$ cat config.mk
export PLATFORM = sky130hd
export DESIGN_NAME = vend_controller
export DESIGN_NICKNAME = d
export VERILOG_FILES = /design/src/rtl/vend_pkg.sv /design/src/rtl/coin_edge_detect.sv /design/src/rtl/vend_controller.sv
export SDC_FILE = /design/constraint.sdc
export NUM_CORES = 1
export LEC_CHECK = 0
export ABC_CLOCK_PERIOD_IN_PS = 3900
export BUFFER_PORTS_ARGS = -buffer_cell sky130_fd_sc_hd__buf_4
export CORE_UTILIZATION = 25
export DETAILED_ROUTE_END_ITERATION = 12
export GPL_TIMING_DRIVEN = 0
export SYNTH_ARGS = -nofsm -noshare
export SYNTH_HDL_FRONTEND = slang
export SYNTH_SLANG_ARGS = --single-unit
export TNS_END_PERCENT = 1
$ cat constraint.sdc
create_clock -name clock -period 3.9 [get_ports clock]
set_clock_uncertainty 0.2 [all_clocks]
set_input_delay 0.585 -clock clock [delete_from_list [all_inputs] [get_ports clock]]
set_output_delay 0.585 -clock clock [all_outputs]
set_load 0.05 [all_outputs]
$ cat src/rtl/vend_pkg.sv
// Shared types and coin decoding for the vending controller.
package vend_pkg;

    typedef enum logic [1:0] {
        IDLE     = 2'd0,
        DISPENSE = 2'd1,
        REFUND   = 2'd2
    } vend_state_t;

    typedef logic [1:0] coin_code_t;

    localparam coin_code_t COIN_NONE = 2'b00;
    localparam coin_code_t COIN_1    = 2'b01;
    localparam coin_code_t COIN_3    = 2'b10;
    localparam coin_code_t COIN_5    = 2'b11;

    // Unit value of a coin code; zero marks a code the acceptor could not identify.
    function automatic logic [2:0] coin_units(input coin_code_t code);
        case (code)
            COIN_1:  return 3'd1;
            COIN_3:  return 3'd3;
            COIN_5:  return 3'd5;
            default: return 3'd0;
        endcase
    endfunction

endpackage

$ cat src/rtl/coin_edge_detect.sv
// Turns the coin-present level into a single-cycle insertion strobe with its coin code.
module coin_edge_detect
    import vend_pkg::*;
(
    input  logic       clock,
    input  logic       reset_N,
    input  logic       coinInserted,
    input  coin_code_t coinValue,
    output logic       coinEdge,
    output coin_code_t coinCode
);

    logic coinInserted_q;

    // NOTE: sequential state is written with <= so every flop samples pre-edge values.
    always_ff @(posedge clock or negedge reset_N) begin
        if (!reset_N) begin
            coinInserted_q <= 1'b0;
        end else begin
            coinInserted_q <= coinInserted;
        end
    end

    assign coinEdge = coinInserted & ~coinInserted_q;
    assign coinCode = coinEdge ? coinValue : COIN_NONE;

endmodule

$ cat src/rtl/vend_controller.sv
// Vending sequencer: coin credit accumulation, dispense/refund handshakes and idle auto-refund.
module vend_controller
    import vend_pkg::*;
#(
    parameter int PRICE    = 4,
    parameter int CREDIT_W = 4,
    parameter int TIMEOUT  = 255
)(
    input  logic                clock,
    input  logic                reset_N,
    input  logic                coinInserted,
    input  logic [1:0]          coinValue,
    input  logic                cancel,
    input  logic                dispAck,
    input  logic                changeAck,
    output logic                dispReq,
    output logic                changeReq,
    output logic [CREDIT_W-1:0] credit,
    output logic                coinReject,
    output logic                busy
);

    localparam int                CNT_W   = $clog2(TIMEOUT);
    localparam logic [CREDIT_W:0] PRICE_X = (CREDIT_W+1)'(PRICE);

    vend_state_t         state, stateNext;
    logic [CREDIT_W-1:0] creditNext;
    logic                rejectNext;
    logic [CNT_W-1:0]    idleCount, idleCountNext;

    logic                coinEdge;
    coin_code_t          coinCode;
    logic [2:0]          coinUnits;
    logic [CREDIT_W:0]   coinSum;
    logic                coinOk, creditZero, priceMet, timeoutHit;

    coin_edge_detect u_edge (
        .clock        (clock),
        .reset_N      (reset_N),
        .coinInserted (coinInserted),
        .coinValue    (coinValue),
        .coinEdge     (coinEdge),
        .coinCode     (coinCode)
    );

    // One extra bit on the sum exposes overflow instead of letting credit wrap.
    assign coinUnits  = coin_units(coinCode);
    assign coinSum    = {1'b0, credit} + (CREDIT_W+1)'(coinUnits);
    assign coinOk     = coinEdge && (coinUnits != 3'd0) && !coinSum[CREDIT_W];
    assign creditZero = (credit == '0);
    assign priceMet   = ({1'b0, credit} >= PRICE_X);
    assign timeoutHit = !creditZero && (idleCount == CNT_W'(TIMEOUT - 1));

    always_ff @(posedge clock or negedge reset_N) begin
        if (!reset_N) begin
            state <= IDLE;
        end else begin
            state <= stateNext;
        end
    end

    always_comb begin
        // NOTE: every comb output gets a default first, so no path can infer a latch.
        stateNext = state;
        unique case (state)
            IDLE: begin
                if (cancel && !creditZero) begin
                    stateNext = REFUND;
                end else if (coinEdge) begin
                    stateNext = IDLE;
                end else if (priceMet) begin
                    stateNext = DISPENSE;
                end else if (timeoutHit) begin
                    stateNext = REFUND;
                end
            end
            DISPENSE: if (dispAck) stateNext = IDLE;
            REFUND:   if (creditNext == '0) stateNext = IDLE;
            default:  stateNext = IDLE;
        endcase
    end

    always_comb begin
        dispReq   = (state == DISPENSE);
        changeReq = (state == REFUND) && !creditZero;
        busy      = (state != IDLE);
    end

    // Credit is owned by whichever state is active; coins only land while IDLE.
    always_comb begin
        creditNext = credit;
        rejectNext = 1'b0;
        unique case (state)
            IDLE: begin
                if (cancel && !creditZero) begin
                    rejectNext = coinEdge;
                end else if (coinOk) begin
                    creditNext = coinSum[CREDIT_W-1:0];
                end else begin
                    rejectNext = coinEdge;
                end
            end
            DISPENSE: begin
                rejectNext = coinEdge;
                if (dispAck) creditNext = credit - PRICE_X[CREDIT_W-1:0];
            end
            REFUND: begin
                rejectNext = coinEdge;
                if (changeAck && !creditZero) creditNext = credit - CREDIT_W'(1);
            end
            default: ;
        endcase
    end

    always_comb begin
        idleCountNext = '0;
        if (state == IDLE && stateNext == IDLE && !creditZero && !coinEdge) begin
            idleCountNext = idleCount + CNT_W'(1);
        end
    end

    always_ff @(posedge clock or negedge reset_N) begin
        if (!reset_N) begin
            credit     <= '0;
            coinReject <= 1'b0;
            idleCount  <= '0;
        end else begin
            credit     <= creditNext;
            coinReject <= rejectNext;
            idleCount  <= idleCountNext;
        end
    end

endmodule

## After elaboration in Yosys (flattened, before gate mapping)

Index checks and enable logic that the tools add are counted.

| word-level totals | value |
|---|---|
| register bits | 16 |
| bits of input ports | 8 |
| output and inout port bits | 8 |
| logic and storage cells | 55 |

| cells by class | value |
|---|---|
| add/subtract/negate cells | 4 |
| magnitude comparators | 1 |
| eq/ne operators | 6 |
| muxes and demuxes | 18 |
| bitwise logic cells | 2 |
| reductions and logical operators | 19 |

Operators by type and width:

| kind | number |
|---|---|
| 4-bit two-way mux | 4 |
| 2-bit two-way mux | 7 |
| 4-bit case mux with 3 select lines | 1 |
| 1-bit logical AND | 9 |
| 3-bit case mux with 3 select lines | 1 |
| 8-bit by 1-bit adder with 8-bit output, second input constant | 1 |
| 8-bit equality test, second input constant | 1 |
| 4-bit logical NOT | 2 |
| 8-bit two-way mux | 1 |
| 2-bit equality test, second input constant | 3 |
| 2-bit case mux with 3 select lines | 1 |
| 4-bit by 3-bit adder with 5-bit output | 1 |
| 2-bit by 1-bit equality test with 1-bit output, second input constant | 2 |
| 4-bit by 3-bit >= comparator with 1-bit output, second input constant | 1 |
| 2-bit logical NOT | 2 |
| 4-bit by 1-bit subtractor with 4-bit output, second input constant | 1 |
| 4-bit by 3-bit subtractor with 4-bit output, second input constant | 1 |
| 1-bit logical NOT | 3 |
| 3-bit nonzero test | 1 |
| 1-bit two-way mux | 2 |
| 1-bit case mux with 2 select lines | 1 |
| 2-bit nonzero test | 1 |
| 2-bit OR reduction | 1 |
| 1-bit bitwise AND | 1 |
| 1-bit NOT | 1 |

## Depth between registers and ports, before layout

Gate-level depths: netlist (run 1).

| logic depth | value |
|---|---|
| word-level depth | 19 |
| gate-level depth with buffers | 11 |

## Modules after synthesis

Synthesis (run 1) repeated with hierarchy kept, for this count alone.

| unflattened totals | value |
|---|---|
| cell total of the unflattened synthesis | 143 |
| area total of the unflattened synthesis | 1244.9 um^2 |

Modules (own cells, without submodules):

| module | instances | cells an instance | area an instance (um^2) |
|---|---|---|---|
| vend_controller | 1 | 139 | 1191.1 |
| coin_edge_detect | 1 | 4 | 53.8 |

## Least setup slack after synthesis (run 1)

Ideal clock, no wire load.

| path | value |
|---|---|
| kind | input-to-reg |
| from | input coinValue[0] |
| to | register state[1] |
| data arrival time | 2.844 ns |
| data required time | 3.561 ns |
| setup slack | 0.718 ns |
| stages on the path | 11 |
| buffers on the path | 0 |
| cells stage by stage | nor2_1 nor2_1 ha_1 fa_1 a21o_1 a2111oi_4 a21oi_1 o21ai_1 o21ai_2 nor4_2 o211ai_1 |

| between the ends | value |
|---|---|
| longest elaborated chain between the ends | 12 |
| elaborated cells between the ends (all ways) | 16 |

Ends and longest elaborated chain:

| element | line | text |
|---|---|---|
| from (decl) | vend_controller.sv:12 | `input logic [1:0] coinValue,` |
| 2-bit two-way mux (*) | coin_edge_detect.sv:25 | `assign coinCode = coinEdge ? coinValue : COIN_NONE;` |
| 2-bit equality test / 2-bit by 1-bit equality test with 1-bit output (equally long branches) | vend_pkg.sv:19 | `case (code)` |
| 3-bit case mux with 3 select lines (*) | vend_pkg.sv:19 |  |
| 4-bit by 3-bit adder with 5-bit output / 3-bit nonzero test (equally long branches) | vend_controller.sv:48, vend_controller.sv:49 |  |
| 1-bit logical NOT / 1-bit logical AND (equally long branches) | vend_controller.sv:49 | `assign coinOk = coinEdge && (coinUnits != 3'd0) && !coinSum[CREDIT_W];` |
| 1-bit logical AND | vend_controller.sv:49 |  |
| 4-bit two-way mux (*) | vend_controller.sv:97 | `end else if (coinOk) begin` |
| 4-bit two-way mux (*) | vend_controller.sv:95 | `if (cancel && !creditZero) begin` |
| 4-bit case mux with 3 select lines (*) | vend_controller.sv:93 | `unique case (state)` |
| via creditNext[3] | vend_controller.sv:27 | `logic [CREDIT_W-1:0] creditNext;` |
| 4-bit logical NOT (*) | vend_controller.sv:78 | `REFUND: if (creditNext == '0) stateNext = IDLE;` |
| 2-bit two-way mux (*) | vend_controller.sv:78 |  |
| 2-bit case mux with 3 select lines (*) | vend_controller.sv:65 | `unique case (state)` |
| via stateNext[1] | vend_controller.sv:26 | `vend_state_t state, stateNext;` |
| to (signal assigned) | vend_controller.sv:58 | `state <= stateNext;` |
| to (decl) | vend_controller.sv:26 |  |

The timed path passes the listed nets; every way through them passes the cells marked *.

## Final worst setup path (run 1)

Same ends and word-level chain as after synthesis.

==> metrics, run 1 <==
beginning of the worst register-to-register path u_edge.coinInserted_q$_DFF_PN0_; overall die width 72.11 um; gate count of the mapped netlist roughly 140; number of H-tree branching levels 1; DR WL/cell between 10 and 15 um; vias in the first global route 988; starting density of the core 0.2601; final number of hold-violating endpoints 0; post-CTS clock slew at the launch and capture registers of the worst setup and hold paths 0.06 ns; share of the yosys chip area belonging to registers 0.3259; total global-route track usage 0.1125; async set-or-reset flop fraction in the synthesized netlist 1.000; number of gates given a new drive strength after cts 0; clock buffer depth 2; post-route cell area 1490 sq um; setup-violating endpoint count in the final report 0; drt first pass iters 8; data arrival time at the worst-slack endpoint around 3.2 ns; list of most frequent post-synthesis cells 17 x nor2_1, 16 x dfrtp_1, 15 x nand2_1; Worst Hold Endpoint u_edge.coinInserted_q$_DFF_PN0_; Std-Cell Rows 25; CTS buffer count 3; FF-to-FF setup slack 0.66 ns; Detail Route Antenna Nets 0; master cell of the clock root buffer clkbuf_8; maximum net fanout on the critical path 6; wire length of the first global-routing pass 4629 um; status finished with violations; clock network latency to the later pin of the worst-skew pair between 0.2 and 0.3 ns; first-iteration detailed-routing DRC count a little under 100; routed vias/inst about 4.6; Max IR drop VDD 0.1970 mV; Post-Synthesis Net Count 159; top cell type by total area after synthesis dfrtp_1; number of antenna violations at the first check in global routing 0; time the worst path needs with I/O delays and setup 3.322 ns; leakage power summed over all cells around 0.7 nW; total global routing overflow 0; Std-Cell Core Area 4723 sq um; IO Count 16; number of enable-type register cells in the synthesized netlist 0; hold path cells 1; Max Transition Viols Final 0; relative max-transition margin 0.6170; Unique masters post-synth 41; IO buf count 15; required time of the critical path 3.81 ns; Fmax achieved 301.1 MHz; pin count of the biggest net entering global routing 17; area share of the largest cell type after synthesis 0.3259; type of the worst setup path input port to register; power density over the cells 674.3 nW/um^2; Fin Setup TNS 0 ns; Hold/Removal Path Class input port to register; final critical-path share of the clock period 0.8517; most used flip-flop cell after synthesis dfrtp_1; final HPWL from detailed placement 2123 um; violated checks design-rule violations; synthesis warning total 0; clock tree from TritonCTS built; Placement Cell Area about 1400 sq um; count of inserted antenna diode cells 0; average footprint of a synthesized cell 8.903 sq um; DR DRC count 2; placed cell count 220; kind of start point of the critical path input port; max-capacitance violation count 0; full die area 5199 sq um; hold path start coinInserted; floorplan die height 72.11 um; Critical R2R Capture state[1]$_DFF_PN0_; Post-Layout Cell Count about 230; unrepaired setup endpoints after global routing false; relative area change from synthesis to final layout 21.28%; cell with the most instances after synthesis nor2_1; total number of clock tree sinks 16; proportion of layout cells with a drive suffix above 1 0.1646; biggest area contributors in the synthesized netlist dfrtp_1 33%, ha_1 12%, nor2_1 5.2%; Post-Syn Area 1229 sq um; final-stage net count 180; endpoint type of the worst setup path register; number of cells on the worst reg-to-reg path 11; pin slew with the least headroom to its limit 0.5674 ns; Via Count approximately 1000; Final GP Congestion 0.8283; drt total wl 2697 um; total of flip-flops plus latches after synthesis 16
worst max path at each step:
stage                              end    startpoint  cells past startpoint  slack (ns)
floorplan           state[1]$_DFF_PN0_  coinValue[0]                     11        0.72
global placement    state[1]$_DFF_PN0_  coinValue[0]                     12        0.35
detailed placement  state[1]$_DFF_PN0_  coinValue[0]                     12        0.33
CTS                 state[1]$_DFF_PN0_  coinValue[0]                     12        0.59
global route        state[1]$_DFF_PN0_  coinValue[0]                     12        0.41
finish              state[1]$_DFF_PN0_  coinValue[0]                     12        0.58
per-layer routing:
| metal | routed length (um) | vias up | track usage | share of wire |
|---|---|---|---|---|
| li1 | - | 533 | - | - |
| met1 | 1354 | 499 | 0.1598 | 0.50 |
| met2 | 1259 | 10 | 0.1765 | 0.47 |
| met3 | 84 | 0 | 0.02917 | 0.031 |
| met4 | 0 | 0 | 0.01307 | 0 |
| met5 | 0 | - | 0 | 0 |
kinds of logic after synthesis:
kind of cell,count (synthesis),synth area share
adders and majority gates,13,0.1385
buffers and inverters,9,0.02851
xor gates and xnor gates,8,0.05703
and+or+nand+nor,61,0.2617
DFF,16,0.3259
AOI/OAI and AO/OA,31,0.1884
critical path, stage by stage:
cell	delay, ns
buf_4	0.11
nor2_1	0.27
nor2_1	0.08
ha_1	0.21
fa_1	0.40
a21o_1	0.23
a2111oi_4	0.47
a21oi_1	0.14
o21ai_1	0.16
o21ai_2	0.09
nor4_2	0.33
o211ai_1	0.15
flip-flops by register name (all words and copies together) (netlist names):
| signal | cells |
|---|---|
| u_edge.coinInserted_q | 1 |
| credit | 4 |
| idleCount | 8 |
| state | 2 |
| coinReject | 1 |
area by class of cell:
type,count,area [sq um]
multi-input combinational,113,793.3
clock buffer,4,55.05
inverter,8,30.03
timing repair buffer,16,122.6
sequential,16,400.4
buffer,1,5.005
tap,67,83.83
fill,518,3233
through the flow:
step	hold slack [ns]	utilization	worst slack [ns]	total power [mW]
4_1_cts	0.2536	0.3155	0.5932	1.013
3_5_place_dp	0.2593	0.3017	0.3340	0.8628
2_1_floorplan	0.08941	-	0.7175	0.6978
6_report	0.2532	0.3155	0.5783	1.005
5_1_grt	0.2588	0.3155	0.4097	1.086
3_3_place_gp	0.2529	0.3017	0.3499	0.8609
placed cells by master (no fill, tap or decap), types with 2 or more instances in the layout:
master,count
nand4_1,2
a21oi_1,4
xor2_1,6
clkbuf_8,4
nor3_1,2
nand2b_1,2
nand2_1,15
buf_4,15
inv_1,8
o21ai_0,9
nor2_1,17
ha_1,12
nand3_1,9
and4_1,2
o21ai_1,2
nand3b_1,2
nor2b_1,2
and3_1,2
xnor2_1,2
dfrtp_1,16
a21o_1,2
what timing repair did:
item / CTS / global route
endpoints found under the hold margin: 16 / 0
buffers inserted: 0 / 0
hold buffers: 1 / 0
power by group:
part	internal [mW]	switching [mW]
clock	0.0896	0.0577
combinational	0.207	0.378
sequential	0.201	0.0719
(Power assumes the default switching activity.)
==> run 2: changes to the inputs <==
Settings changed: CTS_BUF_LIST set to sky130_fd_sc_hd__clkbuf_4.
==> run 2 against run 1 <==
Effect of this change:
- the flow still finishes with violations (design-rule violations)
- power decreased by 5.5%
- die area unchanged
- clock power decreased by 38%
- largest cell class unchanged
- final area decreased by 1.9%
- flip-flop and latch count is the same
- final cell count is the same
- fmax rose by 1.2%
- wire length fell by 0.41%
- register-to-register slack is essentially flat
- critical path depth did not move
- critical path type unchanged
- worst setup slack improved by 0.039 ns
- non-clock buffer count unchanged
==> metrics, run 2 (synthesis results as in run 1) <==
first-iteration detailed-routing DRC count slightly above 80; clock tree from TritonCTS built; CTS buffer count 3; number of gates given a new drive strength after cts 0; vias in the first global route slightly below 1000; count of inserted antenna diode cells 0; Worst Hold Endpoint u_edge.coinInserted_q$_DFF_PN0_; total global-route track usage 0.1125; most common cell after layout, fill and taps aside nor2_1; unrepaired setup endpoints after global routing false; largest registers idleCount (8), credit (4), state (2); clock network latency to the later pin of the worst-skew pair 0.29 ns; fraction of power consumed by sequential logic 0.288; pin count of the biggest net entering global routing 17; drt total wl approximately 2700 um; leading cell types in the layout, fill and taps excluded 17 x nor2_1, 16 x dfrtp_1, 15 x nand2_1, 15 x buf_4, 12 x ha_1; final critical-path share of the clock period 0.8416; hold path start coinInserted; critical path, cell by cell buf_4 -> nor2_1 -> nor2_1 -> ha_1 -> fa_1 -> a21o_1 -> a2111oi_4 -> a21oi_1 -> o21ai_1 -> o21ai_2 -> nor4_2 -> o211ai_1; power density over the cells between 600 and 700 nW/um^2; status finished with violations; total global routing overflow 0; Worst path max stage delay 0.47 ns; Std-Cell Rows 25; setup-violating endpoint count in the final report 0; Overall Power around 950 uW; register name with the most flops idleCount; max-capacitance violation count 0; number of antenna violations at the first check in global routing 0; Filler Cell Count 522; violated checks design-rule violations; master cell of the clock root buffer clkbuf_4; flip-flop and latch area 400.4 sq um; Fin Setup TNS 0 ns; final-stage net count 180; hold path cells 1; Hold/Removal Path Class input port to register; floorplan die height 72.11 um; maximum net fanout on the critical path 6; Clk pwr share 0.096; Post-CTS Repair Setup Buffers 0; type of the worst setup path input port to register; leakage power summed over all cells about 0.67 nW; Via Count 1043; routed vias/inst 4.636; DR WL/cell 11.94 um; starting density of the core 0.2601; Fmax achieved between 300 and 400 MHz; required time of the critical path 3.86 ns; hold slack final approximately 0.21 ns; wire length of the first global-routing pass 4623 um; overall die width slightly above 70 um; Std-Cell Core Area 4723 sq um; max reg flops 8; IO Count 16; slowest cell on the critical path a2111oi_4; number of cells on the worst reg-to-reg path 11; time the worst path needs with I/O delays and setup 3.282 ns; Max Transition Viols Final 0; Critical R2R Capture state[1]$_DFF_PN0_; beginning of the worst register-to-register path u_edge.coinInserted_q$_DFF_PN0_; data arrival time at the worst-slack endpoint 3.24 ns; proportion of layout cells with a drive suffix above 1 0.1582; cell repeated most along the worst path nor2_1; Internal Pwr Total roughly 440 uW; drt first pass iters 8; Multi-input gate area 793.3 sq um; final number of hold-violating endpoints 0; number of H-tree branching levels 1; relative max-transition margin 0.6229; final HPWL from detailed placement 2123 um; Final GP Congestion 0.8283; category of cells accounting for the largest share of critical-path delay compound AO/OA/AOI/OAI gates; Max IR drop VDD around 0.15 mV; Net Sw Power between 500 and 600 uW; relative contribution of combinational cells to total power 0.616; count of buffering cells on the critical path with inverters included 1; clock buffer depth 2; Switching Fraction 0.5314; Detail Route Antenna Nets 0; post-CTS clock slew at the launch and capture registers of the worst setup and hold paths approximately 0.1 ns; total number of clock tree sinks 16; total of hold buffers inserted after clock tree synthesis 1; full die area 5199 sq um; IO buf count 15; DR DRC count 2; endpoint type of the worst setup path register; pin slew with the least headroom to its limit 0.5586 ns; FF-to-FF setup slack 0.65 ns; relative area change from synthesis to final layout 18.94%; kind of start point of the critical path input port
[run 2: cell count changes in the layout (fill, tap and decap cells not counted)]
cell,previous run,this run
clkinv_1,0,1
clkbuf_4,0,3
clkbuf_8,4,0
[run 2: stage by stage]
step / std cells / area [sq um] / utilization / setup WS, ns
global placement: 220 / 1425 / 0.3017 / 0.3499
global route: 225 / 1461 / 0.3094 / 0.4604
CTS: 225 / 1461 / 0.3094 / 0.6450
finish: 225 / 1461 / 0.3094 / 0.6176
detailed placement: 220 / 1425 / 0.3017 / 0.3340
floorplan: 138 / 1229 / - / 0.7175
[run 2: routing by layer]
| layer | vias to the layer above | wire length (um) | GRT usage | share of wire |
|---|---|---|---|---|
| met2 | 11 | 1247 | 0.1786 | 0.46 |
| li1 | 536 | - | - | - |
| met3 | 0 | 83 | 0.02917 | 0.031 |
| met1 | 496 | 1355 | 0.1582 | 0.50 |
| met5 | - | 0 | 0 | 0 |
| met4 | 0 | 0 | 0.01307 | 0 |
[run 2: worst max-delay path by stage]
stage                                     from                 end  slack (ns)  cells past startpoint
2_1_floorplan                     coinValue[0]  state[1]$_DFF_PN0_        0.72                     11
3_3_place_gp                      coinValue[0]  state[1]$_DFF_PN0_        0.35                     12
3_5_place_dp                      coinValue[0]  state[1]$_DFF_PN0_        0.33                     12
4_1_cts                           coinValue[0]  state[1]$_DFF_PN0_        0.65                     12
5_1_grt        u_edge.coinInserted_q$_DFF_PN0_  state[1]$_DFF_PN0_        0.46                     11
6_report                          coinValue[0]  state[1]$_DFF_PN0_        0.62                     12
[run 2: final cells by class]
cell class / instances / area share
multi-input cells: 113 / 0.5428
flip-flops and latches: 16 / 0.2740
repair buffers: 16 / 0.08390
well taps: 67 / 0.05736
inverters: 8 / 0.02055
clock buffers: 3 / 0.01541
plain buffers: 1 / 0.003425
clock inverters: 1 / 0.002568
[run 2: power by group through the flow]
stage	sequential (mW)	clock [mW]	combinational, mW
3_3_place_gp	0.276	0	0.584
2_1_floorplan	0.326	0	0.371
6_report	0.273	0.0909	0.585
4_1_cts	0.273	0.0942	0.590
5_1_grt	0.281	0.103	0.647
3_5_place_dp	0.276	0	0.587
==> run 3: changes to the inputs <==
Settings changed: ABC_AREA set to 1, ABC_CLOCK_PERIOD_IN_PS 3900 to 3000.
Clock period 3.9 ns to 3 ns, I/O delays scaled along.
==> run 3 against run 2 <==
Effect of this change:
- the flow now finishes without violations
- final cell count rose by 16%
- worst setup slack got worse by 0.33 ns
- synthesized cell count rose by 24%
- combinational power rose by 59%
- final area rose by 8.0%
- largest cell class unchanged
- register-to-register slack got worse by 0.36 ns
- sequential share of layout area fell by 2.0 points
- clock-buffer cell count did not move
- non-clock buffer count rose by 1
- clock power rose by 40%
==> metrics, run 3 <==
gate count of the mapped netlist 171; post-route cell area approximately 1600 sq um; Via Count 1127; share of the yosys chip area belonging to registers 0.3008; most used flip-flop cell after synthesis dfrtp_1; number of enable-type register cells in the synthesized netlist 0; endpoint type of the worst setup path register; XOR/XNOR share of the synthesized area 0.03947; category of cells accounting for the largest share of critical-path delay simple AND/OR/NAND/NOR gates; full die area 5621 sq um; biggest area contributors in the synthesized netlist dfrtp_1 30%, ha_1 11%, nand2_1 9.0%; Hold/Removal Path Class input port to register; DR WL/cell 10.54 um; CTS buffer count 3; final critical-path share of the clock period 0.9043; DR DRC count 0; share of the synthesized area in compound gates (AO/OA/AOI/OAI) 0.07613; Fmax achieved between 300 and 400 MHz; IO Count 16; async set-or-reset flop fraction in the synthesized netlist 1.000; number of cells on the worst reg-to-reg path 20; largest registers idleCount (8), credit (4), state (2); clock buffer depth 2; overall die width about 75 um; time the worst path needs with I/O delays and setup 2.713 ns; area fraction in and, or, nand and nor cells after synthesis 0.3835; total global routing overflow 0; cell repeated most along the worst path nand2_2; Post-Layout Cell Count 262; count of buffering cells on the critical path with inverters included 1; hold path cells 1; Filler Cell Count 556; register name with the most flops idleCount; drt total wl ~2800 um; Setup WS pre-CTS 0.02138 ns; IO buf count 15; synthesis warning total 0; status completed; hold slack final roughly 0.08 ns; final HPWL from detailed placement between 2000 and 2500 um; wire length of the first global-routing pass 4781 um; Post-Synthesis Net Count between 150 and 200; clock network latency to the later pin of the worst-skew pair 0.31 ns; power density over the cells ~880 nW/um^2; most common cell after layout, fill and taps aside nand2_1; Unique masters post-synth 28; average footprint of a synthesized cell ~7.8 sq um; final-stage net count 214; kind of start point of the critical path register; Placement Cell Area 1531 sq um; max-capacitance violation count 0; leakage power summed over all cells 0.7769 nW; data arrival time at the worst-slack endpoint 2.75 ns; hold path start coinInserted; number of antenna violations at the first check in global routing 0; Detail Route Antenna Nets 0; synthesized-area fraction occupied by adder cells 0.1278; Worst Hold Endpoint u_edge.coinInserted_q$_DFF_PN0_; largest family of logic cells by synthesized area simple AND/OR/NAND/NOR gates; critical path, cell by cell inv_2 -> nand3_2 -> nand2_2 -> ha_1 -> fa_2 -> nand2_1 -> nand2_1 -> nand2_2 -> nand3_4 -> nand2_2 -> nand2_2 -> nand2_2 -> nand2_2 -> nor2_4 -> nand3_2 -> nand2_2 -> nand2_2 -> a21oi_4 -> nand2_4 -> nor2_2; maximum net fanout on the critical path 8; routed vias/inst between 4 and 5; Max Transition Viols Final 0; Max IR drop VDD about 0.42 mV; beginning of the worst register-to-register path u_edge.coinInserted_q$_DFF_PN0_; vias in the first global route 1073; leading cell types in the layout, fill and taps excluded 32 x nand2_1, 19 x nand3_1, 16 x inv_1, 16 x dfrtp_1, 16 x buf_4; starting density of the core 0.2607; total number of clock tree sinks 16; slowest cell on the critical path dfrtp_1; FF-to-FF setup slack between 0.2 and 0.3 ns; area share of the largest cell type after synthesis 0.3008; Crit path depth 20; first-iteration detailed-routing DRC count 56; final number of hold-violating endpoints 0; top cell type by total area after synthesis dfrtp_1; total global-route track usage 0.1145; total of flip-flops plus latches after synthesis 16; Std-Cell Rows 26; unrepaired setup endpoints after global routing false; multiplexer fraction of the synthesized cell area 0; floorplan die height 74.98 um; Fin Setup TNS 0 ns; type of the worst setup path register to register; relative max-transition margin 0.7456; Worst path max stage delay 0.37 ns; drt first pass iters 4; clock tree from TritonCTS built; max reg flops 8; placed cell count 256; cell with the most instances after synthesis nand2_1; pin count of the biggest net entering global routing 17; required time of the critical path 3.04 ns; Critical R2R Capture idleCount[0]$_DFF_PN0_; pin slew with the least headroom to its limit approximately 0.38 ns; post-route setup slack 0.2871 ns; Post-Syn Area 1331 sq um; Std-Cell Core Area 5107 sq um; list of most frequent post-synthesis cells 32 x nand2_1, 19 x nand3_1, 16 x dfrtp_1, 16 x inv_1, 12 x ha_1; number of H-tree branching levels 1; setup-violating endpoint count in the final report 0; Final GP Congestion about 0.84; post-CTS clock slew at the launch and capture registers of the worst setup and hold paths 0.11 ns; master cell of the clock root buffer clkbuf_4; count of inserted antenna diode cells 0; proportion of layout cells with a drive suffix above 1 0.2917; relative area change from synthesis to final layout 18.51%
[run 3: cell count changes in the layout (fill, tap and decap cells not counted), sizes merged, moves of 3 or more]
cell   before  now
o21ai      12    8
inv         8   22
nand3       9   23
a21oi       4    7
nand2      15   46
nor2       17   21
[run 3: through the flow]
stage | utilization | total power, mW
6_report | 0.3089 | 1.394
5_1_grt | 0.3089 | 1.528
4_1_cts | 0.3070 | 1.407
3_5_place_dp | 0.2999 | 1.270
3_3_place_gp | 0.2999 | 1.273
2_1_floorplan | - | 1.056
[run 3: per-layer routing]
layer / wire [um] / share of wire / global-route usage
met1: 1400 / 0.51 / 0.1557
met4: 32 / 0.012 / 0.03145
met2: 1176 / 0.43 / 0.1792
met3: 151 / 0.055 / 0.03079
met5: 0 / 0 / 0
[run 3: logic make-up (layout without fill, tap and decap cells)]
| family | after synthesis | after routing |
|---|---|---|
| compound gates | 17 | 17 |
| xor+xnor | 6 | 6 |
| fa+ha+maj | 13 | 13 |
| buf+inv | 25 | 46 |
| flops | 16 | 16 |
| simple gates | 94 | 94 |
[run 3: layout make-up]
class,instances,area [sq um],share of cell area
inverter,24,92.59,0.05868
timing repair buffer,17,130.1,0.08247
tap,70,87.58,0.05551
multi-input combinational,130,837.1,0.5305
clock buffer,3,22.52,0.01427
buffer,1,3.754,0.002379
clock inverter,1,3.754,0.002379
sequential,16,400.4,0.2538
[run 3: worst max-delay path by stage]
stage | start | endpoint
floorplan | credit[0]$_DFF_PN0_ | idleCount[0]$_DFF_PN0_
global placement | coinInserted | idleCount[4]$_DFF_PN0_
detailed placement | coinInserted | idleCount[0]$_DFF_PN0_
CTS | u_edge.coinInserted_q$_DFF_PN0_ | idleCount[0]$_DFF_PN0_
global route | u_edge.coinInserted_q$_DFF_PN0_ | idleCount[2]$_DFF_PN0_
finish | u_edge.coinInserted_q$_DFF_PN0_ | idleCount[0]$_DFF_PN0_
[run 3: power breakdown]
part | switching (mW) | internal [mW]
Clock | 0.0784 | 0.0486
Sequential | 0.0734 | 0.262
Combinational | 0.628 | 0.304
Total | 0.779 | 0.615
[run 3: what timing repair did]
item	CTS	global route
buffers inserted	0	1
endpoints found under the setup margin	0	8
hold buffers	1	0
gates resized for setup	0	1
hold endpoints to repair	16	0
